===== config.mk =====
export PLATFORM = sky130hd
export DESIGN_NAME = rx_slot_scheduler
export DESIGN_NICKNAME = d
export VERILOG_FILES = /design/src/rtl/rx_sched_pkg.sv /design/src/rtl/rx_slot_scheduler.sv
export SDC_FILE = /design/constraint.sdc
export NUM_CORES = 1
export LEC_CHECK = 0
export BUFFER_PORTS_ARGS = -buffer_cell sky130_fd_sc_hd__buf_2
export CAP_MARGIN = 10
export CORE_MARGIN = 2
export CORE_UTILIZATION = 27
export CTS_BUF_LIST = sky130_fd_sc_hd__clkbuf_4 sky130_fd_sc_hd__clkbuf_8
export DETAILED_ROUTE_END_ITERATION = 6
export PLACE_DENSITY_LB_ADDON = 0.15
export SLEW_MARGIN = 20
export SYNTH_ARGS = -nofsm -noshare
export SYNTH_HDL_FRONTEND = slang
export SYNTH_SLANG_ARGS = --single-unit

===== constraint.sdc =====
create_clock -name wb_clk_i -period 2.4 [get_ports wb_clk_i]
set_input_delay 0 -clock wb_clk_i [delete_from_list [all_inputs] [get_ports wb_clk_i]]
set_output_delay 0 -clock wb_clk_i [all_outputs]
set_load 0.02 [all_outputs]

===== src/rtl/rx_sched_pkg.sv =====
// Shared definitions for the receive slot scheduler: one-hot FSM encodings and
// the ring slot address helper.
package rx_sched_pkg;

  localparam logic [2:0] ST_IDLE     = 3'b001;
  localparam logic [2:0] ST_ARM      = 3'b010;
  localparam logic [2:0] ST_WAIT_CLR = 3'b100;

  // slot_bytes is a power of two, so the stride multiply reduces to a shift.
  function automatic logic [31:0] slot_addr(input logic [31:0]  base,
                                            input logic [31:0]  idx,
                                            input int unsigned  slot_bytes);
    return {base[31:2], 2'b00} + (idx << $clog2(slot_bytes));
  endfunction

endpackage


===== src/rtl/rx_slot_scheduler.sv =====
// Hands the Ethernet receiver one free ring slot at a time, commits it on
// completion and queues filled slots for the CPU until released.
module rx_slot_scheduler
  import rx_sched_pkg::*;
#(
  parameter int unsigned SLOTS      = 8,
  parameter int unsigned SLOT_BYTES = 2048
) (
  input  logic                     wb_clk_i,
  input  logic                     wb_rst_i,
  input  logic [31:0]              cfg_base,
  input  logic                     cfg_enable,
  output logic [31:0]              rx_addr_offset,
  output logic                     rx_addr_ready,
  input  logic                     rx_done,
  output logic                     cpu_avail,
  output logic [31:0]              cpu_slot_addr,
  input  logic                     cpu_pop,
  output logic [$clog2(SLOTS):0]   cpu_count,
  output logic [31:0]              pkt_count,
  output logic                     irq
);

  localparam int unsigned IDX_W = $clog2(SLOTS);
  localparam int unsigned CNT_W = IDX_W + 1;

  logic [2:0]       r_state;
  logic [IDX_W-1:0] r_wr_idx;
  logic [IDX_W-1:0] r_rd_idx;
  logic [CNT_W-1:0] r_count;
  logic [31:0]      r_pkt_count;
  logic [31:0]      r_offset;
  logic             r_ready;
  logic             r_irq;
  logic             r_avail;

  logic             w_commit;
  logic             w_pop;
  logic             w_can_arm;

  assign w_commit  = (r_state == ST_ARM) && rx_done;
  assign w_pop     = cpu_pop && (r_count != '0);
  assign w_can_arm = cfg_enable && (r_count < CNT_W'(SLOTS));

  always_ff @(posedge wb_clk_i or posedge wb_rst_i) begin
    if (wb_rst_i) begin
      r_state     <= ST_IDLE;
      r_wr_idx    <= '0;
      r_offset    <= '0;
      r_ready     <= 1'b0;
      r_pkt_count <= '0;
    end else begin
      unique case (r_state)
        ST_IDLE: begin
          if (w_can_arm) begin
            r_offset <= slot_addr(cfg_base, 32'(r_wr_idx), SLOT_BYTES);
            r_ready  <= 1'b1;
            r_state  <= ST_ARM;
          end
        end
        ST_ARM: begin
          // Once armed, the slot is only left through completion.
          if (rx_done) begin
            r_ready     <= 1'b0;
            r_wr_idx    <= r_wr_idx + IDX_W'(1);
            r_pkt_count <= r_pkt_count + 32'd1;
            r_state     <= ST_WAIT_CLR;
          end
        end
        ST_WAIT_CLR: begin
          if (!rx_done) begin
            r_state <= ST_IDLE;
          end
        end
        default: begin
          r_ready <= 1'b0;
          r_state <= ST_IDLE;
        end
      endcase
    end
  end

  always_ff @(posedge wb_clk_i or posedge wb_rst_i) begin
    if (wb_rst_i) begin
      r_rd_idx <= '0;
      r_count  <= '0;
      r_irq    <= 1'b0;
      r_avail  <= 1'b0;
    end else begin
      r_irq   <= (r_count != '0);
      r_avail <= (r_count != '0);
      if (w_pop) begin
        r_rd_idx <= r_rd_idx + IDX_W'(1);
      end
      // Simultaneous commit and pop leaves the occupancy unchanged.
      unique case ({w_commit, w_pop})
        2'b10:   r_count <= r_count + CNT_W'(1);
        2'b01:   r_count <= r_count - CNT_W'(1);
        default: r_count <= r_count;
      endcase
    end
  end

  assign rx_addr_offset = r_offset;
  assign rx_addr_ready  = r_ready;
  assign cpu_avail      = r_avail;
  assign cpu_slot_addr  = slot_addr(cfg_base, 32'(r_rd_idx), SLOT_BYTES);
  assign cpu_count      = r_count;
  assign pkt_count      = r_pkt_count;
  assign irq            = r_irq;

endmodule


==> out/metrics.cfg, run 1 <==
[logic_synthesis]
ys_seq_elements=77
synth_common_cells=dfrtp_1, nand2_1, xnor2_1, xor2_1, nand4_1
synth-main-ff-cell=dfrtp_1
ys_seq_area_share_pct=45.1
netlist_instances=441
synth_area_um2=4280
synth_top_area_share_pct=44.4
synth_area_leaders=dfrtp_1, xnor2_1, nand2_1
synth_area_leader_cell=dfrtp_1
avgSynthCellArea_um2=9.70
synthArstFlopShare_pct=100
synth_edf_count=0
yosys.cell_types.count=47
yosysWarnings=0

[setup_path]
crit_slowest_cell=or4_4
rrSetupSlack_ps=100
endpoint=cpu_count[3]$_DFFE_PP0P_
critPathLaunch=cpu_count[0]$_DFFE_PP0P_
r2r.worst_path.cells=9
r2r_start=cpu_count[0]$_DFFE_PP0P_
rr_endpoint=cpu_count[3]$_DFFE_PP0P_
cp.arrival_ps=2590
critPathMaxStageDelay_ps=550
worstSetupPathType=reg -> reg
start_kind=flip-flop
cp-end-kind=flip-flop
crit_fanout=4
path_cells=or4_4, nand2_2, inv_1, ha_2, ha_1, a21o_1, a21oi_2, mux2i_1, xnor2_1
required_ps=2690

[outcome]
status=finished clean

[route]
vias_per_cell=4.47
routed_wl_mm=11.1
drtAntennaViolNets=0
route.detailed.drc=0
firstDrtPassIters=4
first_iter_violations=90
vias=3649
wl_per_cell_um=13.6

[global_route]
grt_max_degree=45
grt_usage_pct=13.4
grt_pass1_wl_mm=17.6
grt_antenna_before_repair=0
first_global_vias=3446
grt_overflow_total=0

[hold_path]
hp-class=in -> reg

[placed_design]
pre_cts_ws_ps=31.5
portBuffers=133
dp_hpwl_mm=8.08
gp_congestion=0.791
postPlaceCellArea_um2=5140

[power]
pwr-share-seq_pct=35.6
peakVddDrop_mv=0.363
pwr-share-clk_pct=20.6
power_frac_comb_pct=43.8
p_per_area_nw_per_um2=957
p_sw_w=0.00222
swShare_pct=41.0
intPower_w=0.00319
p_leak_nw=2.79

[timing]
hold_violations=0
setup_ws_ps=98.0
max-slew-margin-rel_pct=57.6
slew_viol_final=0
post-route-period-util_pct=95.9
max_freq_mhz=434
setup_viol=0
tightest_slew_ps=635
min_period_ps=2300
fin_skew_ps=8.77

[floorplan]
die_x_um=130
die_area_um2=16900
core-area_um2=15700
initial_core_util_pct=27.2
io-pin-count=140
die_height_um=130
rows=46

[cells_and_area]
drive_gt1_share_pct=30.1
nNetsFinal=648
area_growth_pct=31.9
final_core_util_pct=35.9
design_area_um2=5640
n_antenna_cell=0

[clocking]
cts_root_buf=clkbuf_8
clock_path_buffers=2
cts_tree=built
cts_max_level=3
numCtsBuffers=9
clk_pin_slew_ps=90
cts.sinks=77
clock_latency_ps=360

[flow_run]
cap_violations=0

-- placed cells by master (no fill, tap or decap), types with 16 or more instances in the layout --
master           n
buf_2          131
nor2_1          21
nand2_1         75
dlygate4sd3_1   26
dfrtp_1         75
xnor2_1         43
nand4_1         24
nand3_1         23
xor2_1          25
buf_4           16
-- what timing repair did --
action | CTS | global route
resized for setup | 0 | 4
endpoints found under the hold margin | 60 | 0
setup endpoints to repair | 0 | 5
hold buffers | 26 | 0
setup buffers | 0 | 2
-- power by group through the flow --
stage | Combinational, W | Sequential (W) | Clock, W
5_1_grt | 0.00264 | 0.00198 | 0.00121
3_5_place_dp | 0.00232 | 0.00196 | 0
4_1_cts | 0.00236 | 0.00193 | 0.00117
2_1_floorplan | 0.00116 | 0.00232 | 0
3_3_place_gp | 0.00230 | 0.00194 | 0
6_report | 0.00237 | 0.00192 | 0.00112
-- final cells by class --
type	instances	area (um^2)
Tap cell	216	270
Sequential cell	77	1930
Fill cell	1618	10100
Multi-Input combinational cell	323	2130
Clock buffer	10	131
Clock inverter	6	87.6
Timing Repair Buffer	174	1060
Inverter	11	42.5
-- metal layers --
metal	share of wire [%]	vias up	wire [um]	global-route usage [%]
li1	-	1809	-	-
met1	48	1746	5330	18.0
met2	47	84	5280	21.6
met3	3.2	10	352	1.93
met4	1.5	0	167	5.57
met5	0	-	0	0
-- worst min-delay path by stage --
stage	from	end	slack, ps	cells past startpoint
after CTS	cfg_base[16]	rx_addr_offset[16]$_DFFE_PP0P_	0.1	3
after floorplan	cfg_base[10]	rx_addr_offset[10]$_DFFE_PP0P_	110	2
after global placement	wb_rst_i	pkt_count[10]$_DFFE_PP0P_	110	2
final	cfg_base[16]	rx_addr_offset[16]$_DFFE_PP0P_	20	3
after detailed placement	wb_rst_i	pkt_count[10]$_DFFE_PP0P_	110	2
after global routing	cfg_base[23]	rx_addr_offset[23]$_DFFE_PP0P_	50	3
-- through the flow --
| stage | power (W) | setup TNS (ps) | hold WS, ps | std cells |
|---|---|---|---|---|
| after global routing | 0.00583 | -7.46 | 51.6 | 817 |
| after detailed placement | 0.00428 | 0 | 112 | 773 |
| after floorplan | 0.00347 | 0 | 105 | 444 |
| after CTS | 0.00546 | 0 | 0.140 | 815 |
| final | 0.00540 | 0 | 24.0 | 817 |
| after global placement | 0.00424 | 0 | 106 | 773 |
-- critical path, delay by kind of cell, from the launching register on --
family	cells	cell delay, ps
simple gates	2	640
fa+ha+maj	2	460
flops	1	410
compound gates	2	330
mux	1	230
xor+xnor	1	130
buf+inv	1	40
-- kinds of logic (layout without fill, tap and decap cells) --
logic type | count (synthesis) | count (layout) | synth area share [%]
AND/OR/NAND/NOR | 191 | 191 | 23.5
multiplexers | 3 | 3 | 0.731
buffers and inverters | 44 | 201 | 5.79
flip-flops | 77 | 77 | 45.1
AO/OA/AOI/OAI | 42 | 42 | 6.05
adder cells (fa/ha/maj) | 15 | 15 | 4.91
XOR/XNOR | 68 | 68 | 13.9
other | 1 | 4 | 0.0876
-- flip-flops by register name, summed over array words and instances, names as in the netlist --
name	flops
r_rd_idx	3
r_state	3
rx_addr_offset	30
r_wr_idx	3
cpu_avail	1
cpu_count	4
rx_addr_ready	1
pkt_count	32
(Power assumes the default switching activity.)
==> inputs of run 2 (changes only) <==
--- a/config.mk
+++ b/config.mk
@@ -8,7 +8,7 @@
 export BUFFER_PORTS_ARGS = -buffer_cell sky130_fd_sc_hd__buf_2
 export CAP_MARGIN = 10
 export CORE_MARGIN = 2
-export CORE_UTILIZATION = 27
+export CORE_UTILIZATION = 41
 export CTS_BUF_LIST = sky130_fd_sc_hd__clkbuf_4 sky130_fd_sc_hd__clkbuf_8
 export DETAILED_ROUTE_END_ITERATION = 6
 export PLACE_DENSITY_LB_ADDON = 0.15
==> out/metrics.cfg, run 2 (synthesized netlist as in run 1, its figures left out) <==
[power]
p_per_area_nw_per_um2=950  ; was 957 nW/um^2
p_sw_w=0.00221  ; was 0.00222 W
peakVddDrop_mv=0.578  ; was 0.363 mV
pwr-share-seq_pct=37.4  ; was 35.6%
p_leak_nw=2.75  ; was 2.79 nW
pwr-share-clk_pct=17.8  ; was 20.6%
power_frac_comb_pct=44.8  ; was 43.8%
swShare_pct=42.7  ; was 41.0%
intPower_w=0.00297  ; was 0.00319 W

[setup_path]
required_ps=2680  ; was 2690 ps
rr_endpoint=cpu_count[3]$_DFFE_PP0P_  ; unchanged
start_kind=flip-flop  ; unchanged
cp-end-kind=flip-flop  ; unchanged
r2r.worst_path.cells=9  ; unchanged
cp.arrival_ps=2610  ; was 2590 ps
rrSetupSlack_ps=80  ; was 100 ps
endpoint=cpu_count[3]$_DFFE_PP0P_  ; unchanged
r2r_start=cpu_count[0]$_DFFE_PP0P_  ; unchanged
critPathLaunch=cpu_count[0]$_DFFE_PP0P_  ; unchanged
worstSetupPathType=reg -> reg  ; unchanged
crit_fanout=4  ; unchanged

[floorplan]
io-pin-count=140  ; unchanged
die_height_um=106  ; was 130 um
rows=37  ; was 46
die_x_um=106  ; was 130 um
core-area_um2=10200  ; was 15,700 um^2
die_area_um2=11300  ; was 16,900 um^2
initial_core_util_pct=41.8  ; was 27.2%

[placed_design]
gp_congestion=0.810  ; was 0.791
pre_cts_ws_ps=27.2  ; was 31.5 ps
portBuffers=133  ; unchanged
dp_hpwl_mm=7.35  ; was 8.08 mm

[route]
route.detailed.drc=0  ; unchanged
drtAntennaViolNets=0  ; unchanged
vias=3677  ; was 3,649
routed_wl_mm=10.0  ; was 11.1 mm
wl_per_cell_um=13.7  ; was 13.6 um
first_iter_violations=129  ; was 90
vias_per_cell=5.03  ; was 4.47
firstDrtPassIters=4  ; unchanged

[timing]
setup_ws_ps=77.2  ; was 98.0 ps
post-route-period-util_pct=96.8  ; was 95.9%
tns_ps=0  ; unchanged
setup_viol=0  ; unchanged
fin_hold_ws_ps=7.54  ; was 24.0 ps
fin_skew_ps=12.6  ; was 8.77 ps
rsz0062_at_grt=yes
tightest_slew_ps=679  ; was 635 ps
hold_violations=0  ; unchanged
min_period_ps=2320  ; was 2300 ps
slew_viol_final=0  ; unchanged
max-slew-margin-rel_pct=54.7  ; was 57.6%
max_freq_mhz=431  ; was 434 MHz

[outcome]
status=finished clean  ; unchanged

[clocking]
clock_path_buffers=2  ; unchanged
numCtsBuffers=9  ; unchanged
cts_max_level=3  ; unchanged
cts_root_buf=clkbuf_8  ; unchanged
clk_pin_slew_ps=90  ; about the same
clock_latency_ps=360  ; about the same
cts_tree=built  ; unchanged
cts.sinks=77  ; unchanged

[cells_and_area]
layout_commonest_cell=buf_2  ; unchanged
n_antenna_cell=0  ; unchanged
area_growth_pct=27.5  ; was 31.9%
largest_reg_flops=32  ; unchanged
drive_gt1_share_pct=30.8  ; was 30.1%
layout_common_cells=buf_2, nand2_1, dfrtp_1, xnor2_1, xor2_1  ; was buf_2, nand2_1, dfrtp_1, xnor2_1, dlygate4sd3_1
nNetsFinal=642  ; was 648

[global_route]
grt_usage_pct=18.3  ; was 13.4%
grt_overflow_total=0  ; unchanged
grt_pass1_wl_mm=16.5  ; was 17.6 mm
grt_antenna_before_repair=0  ; unchanged
first_global_vias=3466  ; was 3,446
grt_max_degree=41  ; was 45

[hold_path]
hp-class=in -> reg  ; unchanged

[flow_run]
cap_violations=0  ; unchanged

[run 2: cell count changes in the layout (fill, tap and decap cells not counted)]
cell	previous run	this run
fa_2	0	1
inv_6	0	3
nor2_1	21	19
clkinvlp_4	3	2
buf_4	16	15
clkbuf_4	1	0
bufinv_16	2	0
fa_1	3	2
nor2_2	1	3
dlygate4sd3_1	26	21
inv_8	0	1
[run 2: layout make-up]
class	instances	area, um^2
fillers	967	4770
repair buffers	168	998
flip-flops and latches	77	1930
multi-input cells	323	2130
clock buffers	9	124
well taps	136	170
clock inverters	7	57.6
inverters	11	42.5
[run 2: worst min-delay path by stage]
stage | startpoint | to | slack (ps) | cells after the start
floorplan | cfg_base[10] | rx_addr_offset[10]$_DFFE_PP0P_ | 110 | 2
global placement | wb_rst_i | pkt_count[12]$_DFFE_PP0P_ | 110 | 2
detailed placement | wb_rst_i | pkt_count[12]$_DFFE_PP0P_ | 120 | 2
CTS | cfg_base[20] | rx_addr_offset[20]$_DFFE_PP0P_ | 0.3 | 3
global route | cfg_base[27] | rx_addr_offset[27]$_DFFE_PP0P_ | 30 | 3
finish | cfg_base[27] | rx_addr_offset[27]$_DFFE_PP0P_ | 8 | 3
[run 2: metrics by stage]
stage               std cells  area, um^2  util, %  power, W
finish                    731        5460     53.3   0.00518
global route              731        5460     53.3   0.00557
CTS                       729        5430     53.0   0.00523
detailed placement        692        5030     49.2   0.00425
global placement          692        5030     49.2   0.00419
floorplan                 444        4300        -   0.00347
[run 2: critical path, stage by stage (launching register included)]
cell	delay [ps]
dfrtp_2	410
or4_4	550
nand2_2	90
inv_1	50
ha_2	190
ha_1	280
a21o_1	190
a21oi_2	140
mux2i_1	220
xnor2_1	130
[run 2: metal layers]
| metal | part of all wire [%] | global-route usage, % |
|---|---|---|
| met1 | 47 | 24.7 |
| met2 | 46 | 29.3 |
| met3 | 5.2 | 3.74 |
| met4 | 1.2 | 6.02 |
| met5 | 0 | 0 |
[run 2: timing repair]
item                                   4_1_cts  5_1_grt
setup endpoints to repair                    0        5
gates resized for setup                      0        6
hold buffers                                21        0
endpoints found under the hold margin       58        0
buffers inserted                             0        2
[run 2: power groups by stage]
stage / registers [W] / logic, W / clock network, W
floorplan: 0.00232 / 0.00116 / 0
global placement: 0.00195 / 0.00225 / 0
detailed placement: 0.00196 / 0.00229 / 0
CTS: 0.00194 / 0.00233 / 0.000959
global route: 0.00199 / 0.00256 / 0.00101
finish: 0.00194 / 0.00232 / 0.000925
==> inputs of run 3 (changes only) <==
--- a/config.mk
+++ b/config.mk
@@ -12,6 +12,7 @@
 export CTS_BUF_LIST = sky130_fd_sc_hd__clkbuf_4 sky130_fd_sc_hd__clkbuf_8
 export DETAILED_ROUTE_END_ITERATION = 6
 export PLACE_DENSITY_LB_ADDON = 0.15
+export RECOVER_POWER = 100
 export SLEW_MARGIN = 20
 export SYNTH_ARGS = -nofsm -noshare
 export SYNTH_HDL_FRONTEND = slang
==> out/metrics.cfg, run 3 (synthesized netlist as in run 1, its figures left out) <==
[outcome]
status=finished, violations left  ; was finished clean
violations=capacitance limit, slew limit

[clocking]
cts_root_buf=clkbuf_8  ; unchanged
numCtsBuffers=9  ; unchanged
cts_tree=built  ; unchanged
clk_pin_slew_ps=90  ; about the same
clock_latency_ps=360  ; about the same
clock_path_buffers=2  ; unchanged
cts_max_level=3  ; unchanged
cts.sinks=77  ; unchanged

[global_route]
first_global_vias=3466  ; unchanged
grt_antenna_before_repair=0  ; unchanged
grt_max_degree=41  ; unchanged
grt_usage_pct=18.3  ; unchanged
grt_overflow_total=0  ; unchanged
grt_pass1_wl_mm=16.5  ; unchanged

[floorplan]
die_area_um2=11300  ; unchanged
rows=37  ; unchanged
die_height_um=106  ; unchanged
initial_core_util_pct=41.8  ; unchanged
io-pin-count=140  ; unchanged
die_x_um=106  ; unchanged
core-area_um2=10200  ; unchanged

[hold_path]
hp-class=in -> reg  ; unchanged
holdPathEnd=rx_addr_offset[27]$_DFFE_PP0P_  ; unchanged
hold_depth=3  ; unchanged
min-delay-start=cfg_base[27]  ; unchanged

[cells_and_area]
largest_reg_flops=32  ; unchanged
drive_gt1_share_pct=18.5  ; was 30.8%
multi_input_area_um2=2130  ; unchanged
area_growth_pct=25.0  ; was 27.5%
n_antenna_cell=0  ; unchanged
regArea_um2=1930  ; unchanged
final_core_util_pct=52.3  ; was 53.3%
nNetsFinal=642  ; unchanged
layout_common_cells=nand2_1, dfrtp_1, clkbuf_1, buf_2, xnor2_1  ; was buf_2, nand2_1, dfrtp_1, xnor2_1, xor2_1
nFillCells=1012  ; was 967

[timing]
min_period_ps=2330  ; was 2320 ps
hold_violations=0  ; unchanged
max_freq_mhz=429  ; was 431 MHz
rsz0062_at_grt=yes  ; unchanged
fin_hold_ws_ps=5.10  ; was 7.54 ps
tightest_slew_ps=1660  ; was 679 ps
max-slew-margin-rel_pct=-11.2  ; was 54.7%
tns_ps=0  ; unchanged
fin_skew_ps=12.9  ; was 12.6 ps
post-route-period-util_pct=97.0  ; was 96.8%
setup_viol=0  ; unchanged
slew_viol_final=39  ; was 0

[setup_path]
crit_slowest_cell=or4_4  ; unchanged
rr_endpoint=cpu_count[3]$_DFFE_PP0P_  ; unchanged
cp-end-kind=flip-flop  ; unchanged
worstSetupPathType=reg -> reg  ; unchanged
crit_fanout=4  ; unchanged
cp.arrival_ps=2610  ; about the same
required_ps=2690  ; was 2680 ps
critPathBufInv=1  ; unchanged
rrSetupSlack_ps=70  ; was 80 ps
r2r_start=cpu_count[0]$_DFFE_PP0P_  ; unchanged
critPathMaxStageDelay_ps=550  ; about the same
critPathTopFamily=simple AND/OR/NAND/NOR gates  ; unchanged
start_kind=flip-flop  ; unchanged
r2r.worst_path.cells=9  ; unchanged
path_cells=or4_4, nand2_2, inv_1, ha_2, ha_1, a21o_1, a21oi_2, mux2i_1, xnor2_1  ; unchanged

[route]
vias_per_cell=5.02  ; was 5.03
firstDrtPassIters=4  ; unchanged
vias=3668  ; was 3,677
wl_per_cell_um=13.8  ; was 13.7 um
routed_wl_mm=10.1  ; was 10.0 mm
first_iter_violations=138  ; was 129
drtAntennaViolNets=0  ; unchanged
route.detailed.drc=0  ; unchanged

[flow_run]
cap_violations=1  ; was 0

[placed_design]
gp_congestion=0.810  ; unchanged
portBuffers=133  ; unchanged
dp_hpwl_mm=7.35  ; unchanged

[power]
p_per_area_nw_per_um2=954  ; was 950 nW/um^2
power_w=0.00511  ; was 0.00518 W
p_leak_nw=2.48  ; was 2.75 nW
peakVddDrop_mv=0.548  ; was 0.578 mV

[run 3: repair_timing]
action                     4_1_cts  5_1_grt
resized for setup                0        6
setup endpoints to repair        0        5
buffers inserted                 0        2
hold endpoints to repair        58        0
hold buffers                    21        0
[run 3: routing by layer]
metal / track usage (%) / share of wire, %
met4: 6.02 / 1.4
met2: 29.3 / 46
met1: 24.7 / 47
met3: 3.74 / 5.7
met5: 0 / 0
[run 3: worst max path at each step]
stage	start	endpoint	depth (start not counted)
4_1_cts	cpu_count[0]$_DFFE_PP0P_	cpu_count[3]$_DFFE_PP0P_	9
3_3_place_gp	cpu_count[0]$_DFFE_PP0P_	cpu_count[3]$_DFFE_PP0P_	9
5_1_grt	cpu_count[0]$_DFFE_PP0P_	cpu_count[3]$_DFFE_PP0P_	9
3_5_place_dp	cpu_count[0]$_DFFE_PP0P_	cpu_count[3]$_DFFE_PP0P_	9
2_1_floorplan	cpu_count[0]$_DFFE_PP0P_	cpu_count[3]$_DFFE_PP0P_	9
6_report	cpu_count[0]$_DFFE_PP0P_	cpu_count[3]$_DFFE_PP0P_	9
[run 3: area by class of cell]
type                       count  area share [%]
inverter                      11           0.795
tap                          136            3.18
sequential                    77            36.1
clock buffer                   9            2.32
clock inverter                 7            1.08
multi-input combinational    323            39.9
timing repair buffer         168            16.7
[run 3: worst min-delay path, cell delays in order]
cell	delay, ps
buf_2	140
o211ai_1	90
nand3_1	80
[run 3: power by group]
group / switching (W) / internal, W / leakage [nW]
Sequential: 0.000264 / 0.00168 / 0.994
Combinational: 0.00143 / 0.000804 / 1.40
Clock: 0.000537 / 0.000392 / 0.0886
[run 3: through the flow]
stage	setup slack, ps	area, um^2	instances
floorplan	12.6	4300	444
global placement	90.8	5030	692
detailed placement	27.2	5030	692
CTS	1.99	5430	729
global route	-14.0	5350	731
finish	71.5	5350	731
